**src/rtl/mem_ram_bist_if.sv**
```systemverilog
// mem_ram_bist_if: functional RAM ports and BIST control/status.
// master drives requests; slave is the RAM with its BIST engine.
interface mem_ram_bist_if #(
  parameter int WIDTH  = 64,
  parameter int ADDR_W = 2
);
  logic              mem_wr_en;
  logic [ADDR_W-1:0] mem_wr_addr;
  logic [WIDTH-1:0]  mem_wr_data;
  logic              mem_rd_en;
  logic [ADDR_W-1:0] mem_rd_addr;
  logic [WIDTH-1:0]  mem_rd_data;
  logic              mem_rd_valid;
  logic              bist_start;
  logic              bist_err_inj;
  logic              bist_busy;
  logic              bist_done;
  logic              bist_fail;
  logic [ADDR_W-1:0] bist_fail_addr;

  modport master (
    output mem_wr_en, mem_wr_addr, mem_wr_data,
    output mem_rd_en, mem_rd_addr,
    output bist_start, bist_err_inj,
    input  mem_rd_data, mem_rd_valid,
    input  bist_busy, bist_done,
    input  bist_fail, bist_fail_addr
  );

  modport slave (
    input  mem_wr_en, mem_wr_addr, mem_wr_data,
    input  mem_rd_en, mem_rd_addr,
    input  bist_start, bist_err_inj,
    output mem_rd_data, mem_rd_valid,
    output bist_busy, bist_done,
    output bist_fail, bist_fail_addr
  );
endinterface

```
**src/rtl/mem_ram_bist.sv**
```systemverilog
// mem_ram_bist: simple dual-port RAM, pipelined read with valid
// strobe, and a March-style BIST engine on the functional clock.
module mem_ram_bist #(
  parameter int WIDTH      = 64,
  parameter int ADDR_W     = 2,
  parameter int RD_LATENCY = 2
) (
  input logic clk,
  input logic rst,
  mem_ram_bist_if.slave bus
);

  localparam int DEPTH = 2 ** ADDR_W;
  localparam logic [2:0] LAT = 3'(RD_LATENCY);
  localparam logic [ADDR_W-1:0] A_LAST = '1;

  if (RD_LATENCY < 1 || RD_LATENCY > 4) begin : g_bad_lat
    $error("mem_ram_bist: RD_LATENCY must be 1..4");
  end
  if (WIDTH < 1 || WIDTH > 512) begin : g_bad_width
    $error("mem_ram_bist: WIDTH must be 1..512");
  end

  typedef enum logic [2:0] {
    S_IDLE,
    S_W0,
    S_R0W1,
    S_R1W0,
    S_R0
  } state_t;

  state_t r_state;
  state_t w_next;

  logic [WIDTH-1:0]  r_mem [DEPTH];
  logic [ADDR_W-1:0] r_addr;
  logic [2:0]        r_cnt;
  logic [WIDTH-1:0]  r_bq;
  logic              r_done;
  logic              r_fail;
  logic [ADDR_W-1:0] r_fail_addr;
  logic              r_vpipe [RD_LATENCY];
  logic [WIDTH-1:0]  r_dpipe [RD_LATENCY];

  logic             w_busy;
  logic             w_start;
  logic             w_frd;
  logic             w_fwr;
  logic             w_cmp_slot;
  logic             w_last;
  logic             w_step;
  logic             w_end;
  logic             w_bwr;
  logic             w_bissue;
  logic             w_bcmp;
  logic [WIDTH-1:0] w_bpat;
  logic [WIDTH-1:0] w_bexp;
  logic [WIDTH-1:0] w_inj;
  logic [WIDTH-1:0] w_bwdata;

  assign w_busy     = (r_state != S_IDLE);
  assign w_start    = (r_state == S_IDLE) & bus.bist_start;
  assign w_frd      = bus.mem_rd_en & ~w_busy & ~w_start;
  assign w_fwr      = bus.mem_wr_en & ~w_busy;
  assign w_cmp_slot = (r_cnt == LAT);
  assign w_end      = w_step & w_last;
  assign w_bwdata   = w_bpat ^ w_inj;

  // BIST state register
  always_ff @(posedge clk or posedge rst) begin
    if (rst) r_state <= S_IDLE;
    else     r_state <= w_next;
  end

  // BIST phase sequencing: each phase ends on its last address step
  always_comb begin
    w_next = r_state;
    unique case (r_state)
      S_IDLE: if (bus.bist_start) w_next = S_W0;
      S_W0:   if (w_end) w_next = S_R0W1;
      S_R0W1: if (w_end) w_next = S_R1W0;
      S_R1W0: if (w_end) w_next = S_R0;
      S_R0:   if (w_end) w_next = S_IDLE;
      default: w_next = S_IDLE;
    endcase
  end

  // BIST per-state actions: write, read issue, compare, patterns
  always_comb begin
    w_bwr    = 1'b0;
    w_bissue = 1'b0;
    w_bcmp   = 1'b0;
    w_step   = 1'b0;
    w_bpat   = '0;
    w_bexp   = '0;
    w_last   = (r_addr == A_LAST);
    w_inj    = '0;
    w_inj[0] = bus.bist_err_inj;
    unique case (r_state)
      S_W0: begin
        w_bwr  = 1'b1;
        w_step = 1'b1;
      end
      S_R0W1: begin
        w_bissue = (r_cnt == 3'd0);
        w_bcmp   = w_cmp_slot;
        w_bwr    = w_cmp_slot;
        w_step   = w_cmp_slot;
        w_bpat   = '1;
      end
      S_R1W0: begin
        w_bissue = (r_cnt == 3'd0);
        w_bcmp   = w_cmp_slot;
        w_bwr    = w_cmp_slot;
        w_step   = w_cmp_slot;
        w_bexp   = '1;
        w_last   = (r_addr == '0);
      end
      S_R0: begin
        w_bissue = (r_cnt == 3'd0);
        w_bcmp   = w_cmp_slot;
        w_step   = w_cmp_slot;
      end
      default: ;
    endcase
  end

  // BIST address walk and per-address latency counter
  always_ff @(posedge clk or posedge rst) begin
    if (rst) begin
      r_addr <= '0;
      r_cnt  <= '0;
    end else if (w_start) begin
      r_addr <= '0;
      r_cnt  <= '0;
    end else if (w_busy) begin
      if (r_state != S_W0)
        r_cnt <= w_cmp_slot ? 3'd0 : r_cnt + 3'd1;
      if (w_step) begin
        if (w_end)
          r_addr <= (r_state == S_R0W1) ? A_LAST : '0;
        else if (r_state == S_R1W0)
          r_addr <= r_addr - 1'b1;
        else
          r_addr <= r_addr + 1'b1;
      end
    end
  end

  // BIST status: done/fail are sticky until the next accepted start
  always_ff @(posedge clk or posedge rst) begin
    if (rst) begin
      r_done      <= 1'b0;
      r_fail      <= 1'b0;
      r_fail_addr <= '0;
    end else if (w_start) begin
      r_done      <= 1'b0;
      r_fail      <= 1'b0;
      r_fail_addr <= '0;
    end else begin
      if (w_bcmp && (r_bq != w_bexp)) begin
        r_fail <= 1'b1;
        if (!r_fail) r_fail_addr <= r_addr;
      end
      if ((r_state == S_R0) && w_end) r_done <= 1'b1;
    end
  end

  // Array write port (BIST owns it while busy) and BIST read capture
  always_ff @(posedge clk) begin
    if (w_bwr)
      r_mem[r_addr] <= w_bwdata;
    else if (w_fwr)
      r_mem[bus.mem_wr_addr] <= bus.mem_wr_data;
    if (w_bissue)
      r_bq <= r_mem[r_addr];
  end

  // Functional read pipeline; data stages hold unless a valid advances
  always_ff @(posedge clk or posedge rst) begin
    if (rst) begin
      for (int i = 0; i < RD_LATENCY; i++) begin
        r_vpipe[i] <= 1'b0;
        r_dpipe[i] <= '0;
      end
    end else begin
      r_vpipe[0] <= w_frd;
      if (w_frd) r_dpipe[0] <= r_mem[bus.mem_rd_addr];
      for (int i = 1; i < RD_LATENCY; i++) begin
        r_vpipe[i] <= r_vpipe[i-1] & ~w_start;
        if (r_vpipe[i-1] && !w_start)
          r_dpipe[i] <= r_dpipe[i-1];
      end
    end
  end

  assign bus.mem_rd_data    = r_dpipe[RD_LATENCY-1];
  assign bus.mem_rd_valid   = r_vpipe[RD_LATENCY-1];
  assign bus.bist_busy      = w_busy;
  assign bus.bist_done      = r_done;
  assign bus.bist_fail      = r_fail;
  assign bus.bist_fail_addr = r_fail_addr;

endmodule

```
**src/flat_wrapper.sv**
```systemverilog
// flat-port wrapper written by rule: the top's interface ports become plain ports
module mem_ram_bist_flat 
#(
  parameter int WIDTH      = 64,
  parameter int ADDR_W     = 2,
  parameter int RD_LATENCY = 2
)
  (clk, rst, bus_mem_wr_en, bus_mem_wr_addr, bus_mem_wr_data, bus_mem_rd_en, bus_mem_rd_addr, bus_bist_start, bus_bist_err_inj, bus_mem_rd_data, bus_mem_rd_valid, bus_bist_busy, bus_bist_done, bus_bist_fail, bus_bist_fail_addr);
  mem_ram_bist_if #(.WIDTH(WIDTH), .ADDR_W(ADDR_W)) bus_i ();
  input logic clk;
  input logic rst;
  input wire logic [$bits(bus_i.mem_wr_en)-1:0] bus_mem_wr_en;
  input wire logic [$bits(bus_i.mem_wr_addr)-1:0] bus_mem_wr_addr;
  input wire logic [$bits(bus_i.mem_wr_data)-1:0] bus_mem_wr_data;
  input wire logic [$bits(bus_i.mem_rd_en)-1:0] bus_mem_rd_en;
  input wire logic [$bits(bus_i.mem_rd_addr)-1:0] bus_mem_rd_addr;
  input wire logic [$bits(bus_i.bist_start)-1:0] bus_bist_start;
  input wire logic [$bits(bus_i.bist_err_inj)-1:0] bus_bist_err_inj;
  output wire logic [$bits(bus_i.mem_rd_data)-1:0] bus_mem_rd_data;
  output wire logic [$bits(bus_i.mem_rd_valid)-1:0] bus_mem_rd_valid;
  output wire logic [$bits(bus_i.bist_busy)-1:0] bus_bist_busy;
  output wire logic [$bits(bus_i.bist_done)-1:0] bus_bist_done;
  output wire logic [$bits(bus_i.bist_fail)-1:0] bus_bist_fail;
  output wire logic [$bits(bus_i.bist_fail_addr)-1:0] bus_bist_fail_addr;
  assign bus_i.mem_wr_en = bus_mem_wr_en;
  assign bus_i.mem_wr_addr = bus_mem_wr_addr;
  assign bus_i.mem_wr_data = bus_mem_wr_data;
  assign bus_i.mem_rd_en = bus_mem_rd_en;
  assign bus_i.mem_rd_addr = bus_mem_rd_addr;
  assign bus_i.bist_start = bus_bist_start;
  assign bus_i.bist_err_inj = bus_bist_err_inj;
  assign bus_mem_rd_data = bus_i.mem_rd_data;
  assign bus_mem_rd_valid = bus_i.mem_rd_valid;
  assign bus_bist_busy = bus_i.bist_busy;
  assign bus_bist_done = bus_i.bist_done;
  assign bus_bist_fail = bus_i.bist_fail;
  assign bus_bist_fail_addr = bus_i.bist_fail_addr;
  mem_ram_bist #(.WIDTH(WIDTH), .ADDR_W(ADDR_W), .RD_LATENCY(RD_LATENCY)) u_core (.clk(clk), .rst(rst), .bus(bus_i));
endmodule
```
**config.mk**
```make
export PLATFORM = sky130hd
export DESIGN_NAME = mem_ram_bist_flat
export DESIGN_NICKNAME = d
export VERILOG_FILES = /design/src/rtl/mem_ram_bist_if.sv /design/src/rtl/mem_ram_bist.sv /design/src/flat_wrapper.sv
export SDC_FILE = /design/constraint.sdc
export NUM_CORES = 1
export LEC_CHECK = 0
export ABC_AREA = 1
export ABC_CLOCK_PERIOD_IN_PS = 10100
export BUFFER_PORTS_ARGS = -buffer_cell sky130_fd_sc_hd__buf_2
export CORE_MARGIN = 4
export CORE_UTILIZATION = 60
export DETAILED_ROUTE_END_ITERATION = 16
export HOLD_SLACK_MARGIN = 0.05
export PLACE_DENSITY = 0.79
export SLEW_MARGIN = 20
export SYNTH_ARGS = -nofsm -noshare
export SYNTH_HDL_FRONTEND = slang
export SYNTH_SLANG_ARGS = --single-unit
```
**constraint.sdc**
```tcl
create_clock -name clk -period 10.1 [get_ports clk]
set_input_delay 2.525 -clock clk [delete_from_list [all_inputs] [get_ports clk]]
set_output_delay 2.525 -clock clk [all_outputs]
set_load 0.02 [all_outputs]
```
==> metrics.cfg, run 1 <==
[worst_setup_path]
end_kind=flip-flop
critPathRequiredTime_ns=10.55
crit-reg2reg-launch=u_core.r_state[0]$_DFFE_PP0P_
crit_fanout=112
critPathMaxStageDelay_ns=0.93
path_cells=buf_4 -> buf_4 -> o21ai_0 -> o21ai_1 -> nand2_1 -> o21ai_0
crit_slowest_cell=buf_4
path_buf_inv=2
start_kind=input pin
cp-startpoint=bus_mem_rd_addr[0]
crit_family=buffers and inverters
worstSetupPathType=in2reg
arrival_ns=4.89

[finish]
diodes=0
mostFrequentLayoutCells=o21ai_0, nand2_1, edfxtp_1
stdcell_count=2525
nets=2113
drive_above_1_share_pct=12.4
final_common_cell=o21ai_0
areaGrowthSynthToFinish_pct=9.43

[detailed_routing]
drt_pass1_iterations=6
m1WireLength_mm=18.2
wl_met2_mm=22.3
num_vias=14600
ant_nets=0
drc=0
drtIter0Drc=1479
route.met3.wl_mm=3.56
drt_wl_total_mm=45.6
vias_per_cell=5.76
wl_per_cell_um=18.0
top_layer=met4

[floorplanning]
start_util_pct=60.8
core_mm2=0.0334
die-area_mm2=0.0369
num_io_pins=144
chipWidth_um=192
die_h_um=192
num_rows=67

[sta]
fin_crit_sh_pct=44.0
tightest_slew_ns=1.09
slew_headroom_pct=27.6
setup_tns_ns=0
finClkSkew_ns=0.0133
hold_violations=0
fmax_ghz=0.225
min_period_ns=4.44
slew_violations=0
setup_viol=0
rsz0062_at_grt=no

[worst_hold_path]
worstHoldPathType=reg2reg
hp-start=u_core.bus.mem_rd_data[26]$_DFFE_PP0P_

[clocking]
cts_setup_buffers=0
clk_pin_slew_ns=0.06
hold_buffers=0
cts_buffer_depth=3
insertion_delay_ns=0.54
cts_tree=yes
cts_resized=0
cts-root-buf=clkbuf_16
htreeDepth=2
cts_made_buffers=47
clock_sinks=462

[grt]
grt_pass1_vias=14600
grtUsageTotal_pct=24.7
antenna_found_initial=0
grt_max_degree=113
grt_pass1_wl_mm=72.8
overflow=0

[status]
status=finished clean

[power]
p_leak_nw=8.86
power_density_mw_per_mm2=322
peakVddDrop_uv=244

[placed_design]
io_buffers=143
place_inst=2438
gp_congestion=0.807
hpwl_mm=25.5

[synth]
netlist_instances=2020
syn-num-nets=2094
synth.ff_latch_count=462
syn_avg_cell_area_um2=10.1
ys_warn_count=0
syn_area_mm2=0.0203
synth-seq-area-share_pct=64.7
yosysUniqueCellTypes=30

[run]
max_cap_viol_count=0

## per-layer routing
layer / track usage, % / up-vias
met3: 3.71 / 118
met5: 0 / -
met2: 42.1 / 661
li1: - / 6843
met1: 32.3 / 6929
met4: 9.90 / 0
## final timing paths
kind / endpoint / slack [ns] / cells after the start
setup / recovery: u_core.r_dpipe[81]$_DFFE_PP0P_ / 5.66 / 6
hold / removal: u_core.bus.mem_rd_data[26]$_DFFE_PP0P_ / 0.48 / 2
setup reg to reg: u_core.r_dpipe[125]$_DFFE_PP0P_ / 7.18 / 8
hold reg to reg: u_core.bus.mem_rd_data[26]$_DFFE_PP0P_ / 0.48 / 2
max in group asynchronous: u_core.r_addr[0]$_DFFE_PP0P_ / 6.59 / 3
min in group asynchronous: u_core.bus.mem_rd_data[26]$_DFFE_PP0P_ / 2.14 / 2
## synth_stat cells
master	count	area (µm²)
a211oi_1	1	7.51
a21oi_1	130	651
a311oi_1	1	8.76
a31oi_1	1	6.26
and2_0	2	12.5
buf_1	9	33.8
buf_2	43	215
buf_4	74	556
buf_6	7	78.8
clkbuf_1	56	210
dfrtp_1	142	3550
edfxtp_1	320	9610
inv_1	148	556
inv_2	7	26.3
nand2_1	326	1220
nand2_2	1	6.26
nand2_4	1	11.3
nand3_1	10	50.1
nand4_1	10	62.6
nor2_1	196	736
nor2_2	4	25.0
nor2_4	3	33.8
nor3_1	2	10.0
nor4_1	1	6.26
o211ai_1	1	7.51
o211ai_2	1	12.5
o21ai_0	485	2430
o21ai_1	34	170
o22ai_1	2	12.5
xor2_1	2	17.5
## logic make-up after synthesis
| kind of cell | count (synthesis) | synth area share [%] |
|---|---|---|
| flip-flops | 462 | 64.7 |
| XOR/XNOR | 2 | 0.0862 |
| buffers and inverters | 344 | 8.24 |
| AND/OR/NAND/NOR | 556 | 10.7 |
| AO/OA/AOI/OAI | 656 | 16.2 |
## registers in the layout, indices dropped and copies added (netlist names), 2 cells and up
| register | flops |
|---|---|
| u_core.bus.mem_rd_data | 64 |
| u_core.r_bq | 64 |
| u_core.r_addr | 2 |
| u_core.r_state | 3 |
| u_core.r_cnt | 3 |
| u_core.r_dpipe | 64 |
| u_core.r_mem | 256 |
| u_core.bus.bist_fail_addr | 2 |
## where the power goes
group / leakage, nW / internal, mW / switching (mW)
combinational: 3.37 / 0.552 / 1.50
clock: 0.762 / 1.02 / 0.690
sequential: 4.73 / 3.06 / 0.347
total: 8.86 / 4.63 / 2.54
## worst min-delay path: stages (launching register included)
cell     delay (ns)
dfrtp_1        0.33
nand2_1        0.05
o21ai_0        0.06
## cell type report
cell class                      count  area, µm²
Tap cell                          448        561
Fill cell                        2479      11200
Multi-Input combinational cell   1214       5550
Clock inverter                     18        175
Inverter                          155        587
Timing Repair Buffer              159        841
Sequential cell                   462      13200
Clock buffer                       69       1370
## stage by stage
| stage | instance area (µm²) | utilization (%) | hold WS [ns] | power (mW) | worst slack (ns) |
|---|---|---|---|---|---|
| CTS | 22300 | 66.5 | 0.483 | 7.19 | 5.72 |
| global placement | 20700 | 61.9 | 0.460 | 5.37 | 5.36 |
| detailed placement | 20700 | 61.9 | 0.468 | 5.48 | 5.20 |
| global route | 22300 | 66.5 | 0.500 | 7.61 | 5.48 |
| floorplan | 20300 | - | 0.454 | 4.97 | 2.66 |
| finish | 22300 | 66.5 | 0.478 | 7.17 | 5.66 |
No activity file was read; power rests on OpenSTA's default activity.
==> run 2: changes to the inputs <==
--- a/config.mk
+++ b/config.mk
@@ -5,14 +5,14 @@
 export SDC_FILE = /design/constraint.sdc
 export NUM_CORES = 1
 export LEC_CHECK = 0
-export ABC_AREA = 1
-export ABC_CLOCK_PERIOD_IN_PS = 10100
+export ABC_AREA = 0
+export ABC_CLOCK_PERIOD_IN_PS = 3910
 export BUFFER_PORTS_ARGS = -buffer_cell sky130_fd_sc_hd__buf_2
 export CORE_MARGIN = 4
-export CORE_UTILIZATION = 60
+export CORE_UTILIZATION = 54
 export DETAILED_ROUTE_END_ITERATION = 16
 export HOLD_SLACK_MARGIN = 0.05
-export PLACE_DENSITY = 0.79
+export PLACE_DENSITY = 0.76
 export SLEW_MARGIN = 20
 export SYNTH_ARGS = -nofsm -noshare
 export SYNTH_HDL_FRONTEND = slang
==> constraint.sdc (replaced) <==
create_clock -name clk -period 3.91 [get_ports clk]
set_input_delay 0.9775 -clock clk [delete_from_list [all_inputs] [get_ports clk]]
set_output_delay 0.9775 -clock clk [all_outputs]
set_load 0.02 [all_outputs]
==> run 2 against run 1 <==
  * Flip-flop and latch count did not move
  * Design area fell by 0.65%
  * Total power rose to 2.6 times the previous value
  * Global-route usage fell by 3.6 points
  * Count of clock-buffer cells in the layout fell by 8
  * Non-clock buffer count rose by 9
  * Hold slack got worse by 0.020 ns
  * Worst setup slack got worse by 4.8 ns
  * Register-to-register slack got worse by 6.3 ns
  * Final cell count fell by 35%
  * Synthesized cell count fell by 48%
  * Routed wire length fell by 10%
  * Critical path type is now reg2reg
  * Largest cell class unchanged
==> metrics.cfg, run 2 <==
[sta]
setup_viol=0
fmax_ghz=0.332
tightest_slew_ns=0.979
fin_crit_sh_pct=77.0
slew_headroom_pct=34.7
rsz0062_at_grt=no
slew_violations=0
hold_violations=0
setup_tns_ns=0
min_period_ns=3.01
finClkSkew_ns=0.0110

[detailed_routing]
num_vias=10100
drt_wl_total_mm=40.9
drtIter0Drc=1004
drc=0
ant_nets=0
route.met3.wl_mm=2.70
wl_met2_mm=20.5
vias_per_cell=6.13
top_layer=met4
wl_per_cell_um=24.9
drt_pass1_iterations=5
m1WireLength_mm=16.7

[finish]
areaGrowthSynthToFinish_pct=12.9
fillCellCount=2489
nets=1212
drive_above_1_share_pct=44.0
utilization_pct=62.0
mostFrequentLayoutCells=edfxtp_1, buf_2, dfrtp_1
final_common_cell=edfxtp_1
regMostFlops=u_core.r_mem
largest_reg_flops=256

[grt]
grtUsageTotal_pct=21.2
antenna_found_initial=3
grt_max_degree=78
grt_pass1_vias=10600
grt_pass1_wl_mm=63.5
overflow=0

[placed_design]
gp_congestion=0.805
hpwl_mm=25.4
io_buffers=143

[synth]
synth_common_cells=edfxtp_1, dfrtp_1, mux2_2, mux4_2, buf_4
synthFlopType=edfxtp_1
ys_warn_count=0
synthTopCellsByArea=edfxtp_1, dfrtp_1, mux4_2
synth-seq-area-share_pct=67.2
post-synth-top-count-cell=edfxtp_1
synth_top_area_share_pct=49.1
async_reset_ff_share_pct=30.7
yosys.area_share.simple_pct=3.00
synth_edf_count=320
syn-num-nets=1121
yosysUniqueCellTypes=47
syn_area_mm2=0.0196
yosys.area.top_type=edfxtp_1
synth_top_family_by_area=multiplexers
synth_xor_area_share_pct=0.134
netlist_instances=1047
synth_compound_area_share_pct=3.37
muxShareOfSynthArea_pct=22.2
synth.ff_latch_count=462
synthAdderAreaFrac_pct=0
syn_avg_cell_area_um2=18.7

[worst_setup_path]
start_kind=flip-flop
arrival_ns=3.19
crit_fanout=34
worstSetupPathType=reg2reg
end_kind=flip-flop
critPathRequiredTime_ns=4.09

[floorplanning]
chipWidth_um=198
num_rows=69
num_io_pins=144
die-area_mm2=0.0394
die_h_um=198
start_util_pct=54.9
core_mm2=0.0357

[power]
peakVddDrop_uv=494
intPower_mw=13.2
sw_frac_of_total_pct=30.1
switching_power_mw=5.67
pwr-share-comb_pct=27.4
power_density_mw_per_mm2=852
seq_power_share_pct=47.6
p_leak_nw=8.62
clkPwrFrac_pct=25.0

[clocking]
htreeDepth=2
cts_made_buffers=46
clock_sinks=462
cts_setup_buffers=0
cts-root-buf=clkbuf_16
clk_pin_slew_ns=0.06
cts_buffer_depth=3
cts_resized=0
cts_tree=yes
insertion_delay_ns=0.55
hold_buffers=0

[worst_hold_path]
worstHoldPathType=in2async

[run]
max_cap_viol_count=0

[status]
status=finished clean

==> run 2: worst paths after layout <==
path | endpoint | cells after the start | slack, ns | startpoint
worst max-delay path | u_core.r_mem[3][33]$_DFFE_PP_ | 5 | 0.90 | u_core.r_state[0]$_DFFE_PP0P_
worst min-delay path | u_core.r_dpipe[71]$_DFFE_PP0P_ | 2 | 0.46 | rst
worst max register to register | u_core.r_mem[3][33]$_DFFE_PP_ | 5 | 0.90 | u_core.r_state[0]$_DFFE_PP0P_
worst min register to register | u_core.bus.mem_rd_data[57]$_DFFE_PP0P_ | 1 | 0.50 | u_core.bus.mem_rd_data[57]$_DFFE_PP0P_
max in group asynchronous | u_core.r_addr[0]$_DFFE_PP0P_ | 3 | 2.75 | rst
min in group clk | u_core.bus.mem_rd_data[57]$_DFFE_PP0P_ | 1 | 0.50 | u_core.bus.mem_rd_data[57]$_DFFE_PP0P_
==> run 2: cell families after synthesis <==
kind of cell           Yosys count
flip-flops                     462
AND/OR/NAND/NOR                102
multiplexers                   259
buffers and inverters          132
XOR/XNOR                         3
AO/OA/AOI/OAI                   89
==> run 2: area by class of cell <==
cell class                      instances  area (µm²)  area share [%]
Sequential cell                       462       13200            59.6
Multi-Input combinational cell        453        5700            25.8
Clock inverter                         25         340            1.54
Tap cell                              461         577            2.61
Antenna cell                            3        7.51          0.0340
Timing Repair Buffer                  168         976            4.41
Inverter                                7        30.0           0.136
Clock buffer                           61        1310            5.93
==> run 2: layer usage <==
layer  up-vias  global-route usage [%]
met2       383                    34.1
met4         0                    7.02
li1       4327                       -
met1      5278                    30.3
met5         -                       0
met3        71                    3.44
==> run 2: power by group through the flow <==
stage / registers, mW / clock network [mW] / logic, mW
after global routing: 9.18 / 5.02 / 5.57
after detailed placement: 9.12 / 0 / 5.11
after CTS: 9.06 / 4.79 / 5.14
after floorplan: 8.56 / 0 / 4.29
final: 8.97 / 4.71 / 5.15
after global placement: 8.98 / 0 / 4.98
==> run 2: worst max-delay path, cell delays in order (launching register included) <==
cell and delay, ns:
dfrtp_1 0.57, nor3_2 0.39, and2_2 0.72, nand3_1 0.25, a21oi_4 0.21, buf_4 0.47
==> run 2: stage by stage <==
stage / hold slack, ns / worst slack (ns) / area (µm²) / power (mW) / instances
floorplan: 0.475 / 0.0985 / 19600 / 12.9 / 1047
detailed placement: 0.488 / 0.909 / 20400 / 14.2 / 1550
finish: 0.458 / 0.901 / 22100 / 18.8 / 1640
CTS: 0.445 / 0.914 / 22100 / 19.0 / 1636
global route: 0.453 / 0.756 / 22100 / 19.8 / 1640
global placement: 0.483 / 0.892 / 20400 / 14.0 / 1550
